## src/rtl/array_feeder_pkg.sv

```systemverilog
// Shared types and default sizes for the systolic-array feeder.
// Imported by the feeder top and its counter.
package array_feeder_pkg;

    localparam int HEIGHT  = 12;
    localparam int WIDTH   = 14;
    localparam int IWIDTH  = 8;
    localparam int OWIDTH  = 24;
    localparam int MAC_CYC = 8;
    localparam int KW      = 10;

    typedef enum logic [2:0] {
        IDLE,
        LOAD_W,
        FETCH,
        MAC,
        DRAIN,
        CLEAR
    } state_t;

endpackage

```

## src/rtl/feeder_cnt.sv

```systemverilog
// Terminal-count counter: counts enabled cycles, wraps to 0 after reaching limit.
// tc is high while the count equals limit.
module feeder_cnt
    import array_feeder_pkg::*;
#(
    parameter int W = 4
) (
    input  logic         clk,
    input  logic         rst,
    input  logic         en,
    input  logic         clr,
    input  logic [W-1:0] limit,
    output logic         tc
);

    logic [W-1:0] count;

    always_ff @(posedge clk) begin
        if (rst || clr) begin
            count <= '0;
        end else if (en) begin
            count <= tc ? '0 : count + 1'b1;
        end
    end

    assign tc = (count == limit);

endmodule

```

## src/rtl/array_feeder.sv

```systemverilog
// Sequences weight load, ifm fetch, binary-serial MAC, result drain and clear
// for one tile pass through a HEIGHT x WIDTH systolic array.
module array_feeder
    import array_feeder_pkg::*;
#(
    parameter int HEIGHT  = array_feeder_pkg::HEIGHT,
    parameter int WIDTH   = array_feeder_pkg::WIDTH,
    parameter int IWIDTH  = array_feeder_pkg::IWIDTH,
    parameter int OWIDTH  = array_feeder_pkg::OWIDTH,
    parameter int MAC_CYC = array_feeder_pkg::MAC_CYC,
    parameter int KW      = array_feeder_pkg::KW
) (
    input  logic                                  clk,
    input  logic                                  rst,
    input  logic                                  start,
    input  logic        [KW-1:0]                  k_len,
    output logic                                  busy,
    output logic                                  done,
    input  logic                                  w_valid,
    output logic                                  w_ready,
    input  logic signed [WIDTH-1:0][IWIDTH-1:0]   w_data,
    input  logic                                  i_valid,
    output logic                                  i_ready,
    input  logic signed [HEIGHT-1:0][IWIDTH-1:0]  i_data,
    output logic        [HEIGHT-1:0]              en_i,
    output logic        [HEIGHT-1:0]              clr_i,
    output logic        [HEIGHT-1:0]              mac_done,
    output logic        [WIDTH-1:0]               en_w,
    output logic        [WIDTH-1:0]               clr_w,
    output logic        [WIDTH-1:0]               en_o,
    output logic        [WIDTH-1:0]               clr_o,
    output logic signed [HEIGHT-1:0][IWIDTH-1:0]  ifm,
    output logic signed [WIDTH-1:0][IWIDTH-1:0]   wght,
    input  logic signed [WIDTH-1:0][OWIDTH-1:0]   ofm,
    output logic                                  o_valid,
    input  logic                                  o_ready,
    output logic signed [WIDTH-1:0][OWIDTH-1:0]   o_data
);

    localparam int BW = $clog2(HEIGHT + 1);
    localparam int MW = (MAC_CYC > 1) ? $clog2(MAC_CYC) : 1;

    state_t state;
    state_t next;

    logic        [KW-1:0]                 k_q;
    logic signed [HEIGHT-1:0][IWIDTH-1:0] ifm_q;
    logic                                 zero_done;

    logic w_acc;
    logic i_acc;
    logic o_acc;
    logic beat_tc;
    logic mac_tc;
    logic k_tc;
    logic idle;

    assign idle  = (state == IDLE);
    assign w_acc = (state == LOAD_W) && w_valid;
    assign i_acc = (state == FETCH) && i_valid;
    assign o_acc = (state == DRAIN) && o_ready;

    // One beat counter serves both weight load and result drain.
    feeder_cnt #(.W(BW)) u_beat (
        .clk   (clk),
        .rst   (rst),
        .en    (w_acc || o_acc),
        .clr   (idle),
        .limit (BW'(HEIGHT - 1)),
        .tc    (beat_tc)
    );

    feeder_cnt #(.W(MW)) u_mac (
        .clk   (clk),
        .rst   (rst),
        .en    (state == MAC),
        .clr   (idle),
        .limit (MW'(MAC_CYC - 1)),
        .tc    (mac_tc)
    );

    feeder_cnt #(.W(KW)) u_k (
        .clk   (clk),
        .rst   (rst),
        .en    ((state == MAC) && mac_tc),
        .clr   (idle),
        .limit (k_q - 1'b1),
        .tc    (k_tc)
    );

    always_ff @(posedge clk) begin
        if (rst) begin
            state     <= IDLE;
            k_q       <= '0;
            ifm_q     <= '0;
            zero_done <= 1'b0;
        end else begin
            state     <= next;
            zero_done <= idle && start && (k_len == '0);
            if (idle && start) begin
                k_q <= k_len;
            end
            if (i_acc) begin
                ifm_q <= i_data;
            end
        end
    end

    always_comb begin
        next     = state;
        busy     = !idle;
        done     = zero_done;
        w_ready  = 1'b0;
        i_ready  = 1'b0;
        o_valid  = 1'b0;
        en_w     = '0;
        en_i     = '0;
        en_o     = '0;
        mac_done = '0;
        clr_i    = '0;
        clr_w    = '0;
        clr_o    = '0;
        wght     = '0;
        ifm      = '0;
        o_data   = '0;
        unique case (state)
            IDLE: begin
                if (start && (k_len != '0)) next = LOAD_W;
            end
            LOAD_W: begin
                w_ready = 1'b1;
                if (w_valid) begin
                    en_w = '1;
                    wght = w_data;
                    if (beat_tc) next = FETCH;
                end
            end
            FETCH: begin
                i_ready = 1'b1;
                if (i_valid) next = MAC;
            end
            MAC: begin
                en_i = '1;
                ifm  = ifm_q;
                if (mac_tc) begin
                    mac_done = '1;
                    next     = k_tc ? DRAIN : FETCH;
                end
            end
            DRAIN: begin
                o_valid = 1'b1;
                o_data  = ofm;
                if (o_ready) begin
                    en_o = '1;
                    if (beat_tc) next = CLEAR;
                end
            end
            CLEAR: begin
                clr_i = '1;
                clr_w = '1;
                clr_o = '1;
                done  = 1'b1;
                next  = IDLE;
            end
            default: next = IDLE;
        endcase
    end

endmodule

```

## config.mk

```make
export PLATFORM = sky130hd
export DESIGN_NAME = array_feeder
export DESIGN_NICKNAME = d
export VERILOG_FILES = /design/src/rtl/array_feeder_pkg.sv /design/src/rtl/feeder_cnt.sv /design/src/rtl/array_feeder.sv
export SDC_FILE = /design/constraint.sdc
export NUM_CORES = 1
export LEC_CHECK = 0
export ABC_AREA = 1
export CAP_MARGIN = 20
export CORE_AREA = 2 2 466 468
export DETAILED_ROUTE_END_ITERATION = 10
export DIE_AREA = 0 0 468 470
export DONT_BUFFER_PORTS = 1
export PLACE_DENSITY = 0.3
export REMOVE_ABC_BUFFERS = 1
export SYNTH_ARGS = -nofsm -noshare
export SYNTH_HDL_FRONTEND = slang
export SYNTH_SLANG_ARGS = --single-unit
```

## constraint.sdc

```tcl
create_clock -name clk -period 8.12 [get_ports clk]
set_input_delay 1.624 -clock clk [delete_from_list [all_inputs] [get_ports clk]]
set_output_delay 1.624 -clock clk [all_outputs]
set_load 0.02 [all_outputs]
```

==> qor.csv <==
stage,metric,value,unit
placement,dp_hpwl,148000,um
sta,fin_skew,0.0196,ns
drt,firstDrtPassIters,5,
sta,setup_ws,3.00,ns
cts,cts_buffers,17,
setup_path,required,6.50,ns
floorplanning,dieArea,220000,um2
synthesis,synth_top_family_by_area,buffers and inverters,
power,power.total,3.35,mW
global_routing,grt_max_degree,115,
cts,cts_tree,done,
placement,place_congestion,1.18,
global_routing,grt_remaining_overflow,0,
placement,dp.cells,4545,
synthesis,ys_seq_elements,127,
sta,fmax,0.195,GHz
global_routing,antenna_found_initial,269,
setup_path,crit_path_start_kind,flop,
synthesis,synth-simple-area-share,27.9,%
sta,tightestPinTransition,1.22,ns
sta,fin_crit,5.12,ns
cts,cts_sinks,127,
cts,root_buffer,clkbuf_16,
synthesis,synthesis.area,9840,um2
synthesis,synth-xor-area-share,0.623,%
sta,setup_viol,0,
power,leakage,5.78,nW
drt,via_per_inst,2.60,
placement,io_buffers,0,
power,ir_drop,155,uV
setup_path,endpoint_kind,output port,
drt,drc,0,
global_routing,grt_pass1_wl,179000,um
floorplanning,fp.dieH,470,um
synthesis,ys.warnings.count,0,
sta,relSlewSlack,18.1,%
drt,routedWlPerCell,34.1,um
cts,ctsHoldBuffers,0,
synthesis,synthAdderAreaFrac,0.635,%
synthesis,syn_area_per_cell,5.32,um2
cts,clock_latency,0.46,ns
worst_hold_path,hold_path.class,flop to flop,
setup_path,critical_path_class,flop to output port,
floorplanning,ioPinCount,1201,
global_routing,grt_use_total,13.7,%
sta,hold_viol,0,
drt,drt_iter0_drc,820,
power,power_density,250,nW/um2
sta,finalCritPeriodShare,63.0,%
final_layout,drive_gt1_share,4.64,%
floorplanning,start_util,4.56,%
flow_run,drv_cap,0,
cts,clockBufferDepth,2,
setup_path,crit_fanout,107,
outcome,outcome,"complete, no violations",
setup_path,arrival,3.49,ns
floorplanning,num_rows,171,
floorplanning,core_area,216000,um2
synthesis,synth_area_leaders,"dfxtp_1 26%, inv_1 22%, nor2_1 22%, buf_4 6.9%, a21oi_1 6.1%",
cts,cts_resized,0,
drt,routed_wl,158000,um
synthesis,netlist.area_leader.share,25.8,%
sta,rsz0062_at_grt,no,
global_routing,grt_pass1_vias,10500,
synthesis,synth_compound_gate_area_share,12.1,%
drt,ant_nets,0,
final_layout,fin_cells,4631,
synthesis,yosysSeqAreaShare,25.8,%
final_layout,area_growth,36.0,%
cts,htreeDepth,4,
sta,slew_violations,0,
synthesis,yosysUniqueCellTypes,29,
placement,place_ws,3.42,ns
floorplanning,die_w,468,um
synthesis,synthMuxAreaShare,0,%
final_layout,nets,2275,
synthesis,synth_top_area_cell,dfxtp_1,
synthesis,syn-instance-count,1850,
drt,vias,12000,
final_layout,fillers,25800,
cts,postCtsSetupBuffers,0,
cts,clk_pin_slew_worst_paths,0.08,ns
==> stage by stage <==
step	instance area [um2]	setup TNS, ns	hold slack [ns]	util (%)
2_1_floorplan	8810	-165.06	0.432	-
3_3_place_gp	12700	0	0.442	5.87
3_5_place_dp	12700	0	0.445	5.87
4_1_cts	13300	0	0.456	6.15
5_1_grt	13300	0	0.475	6.17
6_report	13400	0	0.454	6.21
==> cell families (layout without fill, tap and decap cells) <==
kind of cell,count (synthesis),after routing
XOR/XNOR,7,7
other,0,54
adder cells (fa/ha/maj),5,5
AO/OA/AOI/OAI,236,236
buffers and inverters,771,644
AND/OR/NAND/NOR,704,704
flip-flops,127,127
==> flip-flops by register name, indices dropped and copies added (netlist names) <==
register      cells
ifm_q            96
k_q              10
u_k.count        10
u_beat.count      4
state             3
u_mac.count       3
zero_done         1
==> per-layer routing <==
| layer | up-vias | global-route usage (%) | share of wire [%] |
|---|---|---|---|
| met2 | 1191 | 16.8 | 35 |
| met4 | 154 | 1.94 | 1.6 |
| met5 | - | 0.988 | 0.75 |
| met1 | 5470 | 17.7 | 44 |
| met3 | 315 | 11.9 | 19 |
| li1 | 4891 | - | - |
==> placed cells by master (no fill, tap or decap), types with 3 or more instances in the layout <==
cell type and instances:
nor3_1 4, inv_6 5, dfxtp_1 127, nor2_1 580
o21ai_0 113, clkbuf_16 17, buf_4 21, inv_8 4
inv_1 582, nand4_1 6, inv_2 3, nand2_2 3
ha_1 5, diode_2 54, clkinvlp_4 4, nor2_2 5
nand2_1 81, a21oi_1 120, buf_16 3, nor2_4 4
nand3_1 14, xor2_1 5
==> worst max-delay path: stages, from the launching register on <==
cell and delay, ns:
dfxtp_1 0.40, inv_1 0.09, nand2_1 0.14, nor2_2 0.13, inv_8 0.31, buf_4 0.56
buf_4 0.85, nor2_1 0.14, buf_4 0.21
==> worst paths after layout <==
| path | from | to | slack [ns] | cells past startpoint |
|---|---|---|---|---|
| max | state[0] | o_data[41] | 3.00 | 8 |
| min | ifm_q[42] | ifm_q[42] | 0.45 | 2 |
| max reg2reg | state[1] | u_beat.count[0] | 5.45 | 8 |
| min reg2reg | ifm_q[42] | ifm_q[42] | 0.45 | 2 |
==> cell usage after synthesis, drive strengths merged <==
| master | instances |
|---|---|
| nor2 | 590 |
| inv | 588 |
| dfxtp | 127 |
| a21oi | 120 |
| o21ai | 114 |
| buf | 94 |
| clkbuf | 89 |
| nand2 | 85 |
| nand3 | 14 |
| nand4 | 6 |
| ha | 5 |
| xor2 | 5 |
| nor3 | 4 |
| or2 | 2 |
| xnor2 | 2 |
| a211oi | 1 |
| and3 | 1 |
| nand2b | 1 |
| nand3b | 1 |
| o21bai | 1 |
==> cell type report <==
| cell class | instances | area (um2) | area share [%] |
|---|---|---|---|
| inverters | 588 | 2220 | 16.6 |
| well taps | 2854 | 3570 | 26.7 |
| multi-input cells | 952 | 4090 | 30.5 |
| clock buffers | 17 | 425 | 3.18 |
| clock inverters | 15 | 173 | 1.29 |
| repair buffers | 24 | 240 | 1.79 |
| flip-flops and latches | 127 | 2540 | 19.0 |
| diodes | 54 | 135 | 1.01 |
==> report_power, final <==
group / internal [mW] / leakage (nW) / switching, mW
registers: 0.735 / 1.03 / 0.0419
logic: 0.244 / 4.47 / 1.52
clock network: 0.461 / 0.283 / 0.351
(Power assumes the default switching activity.)
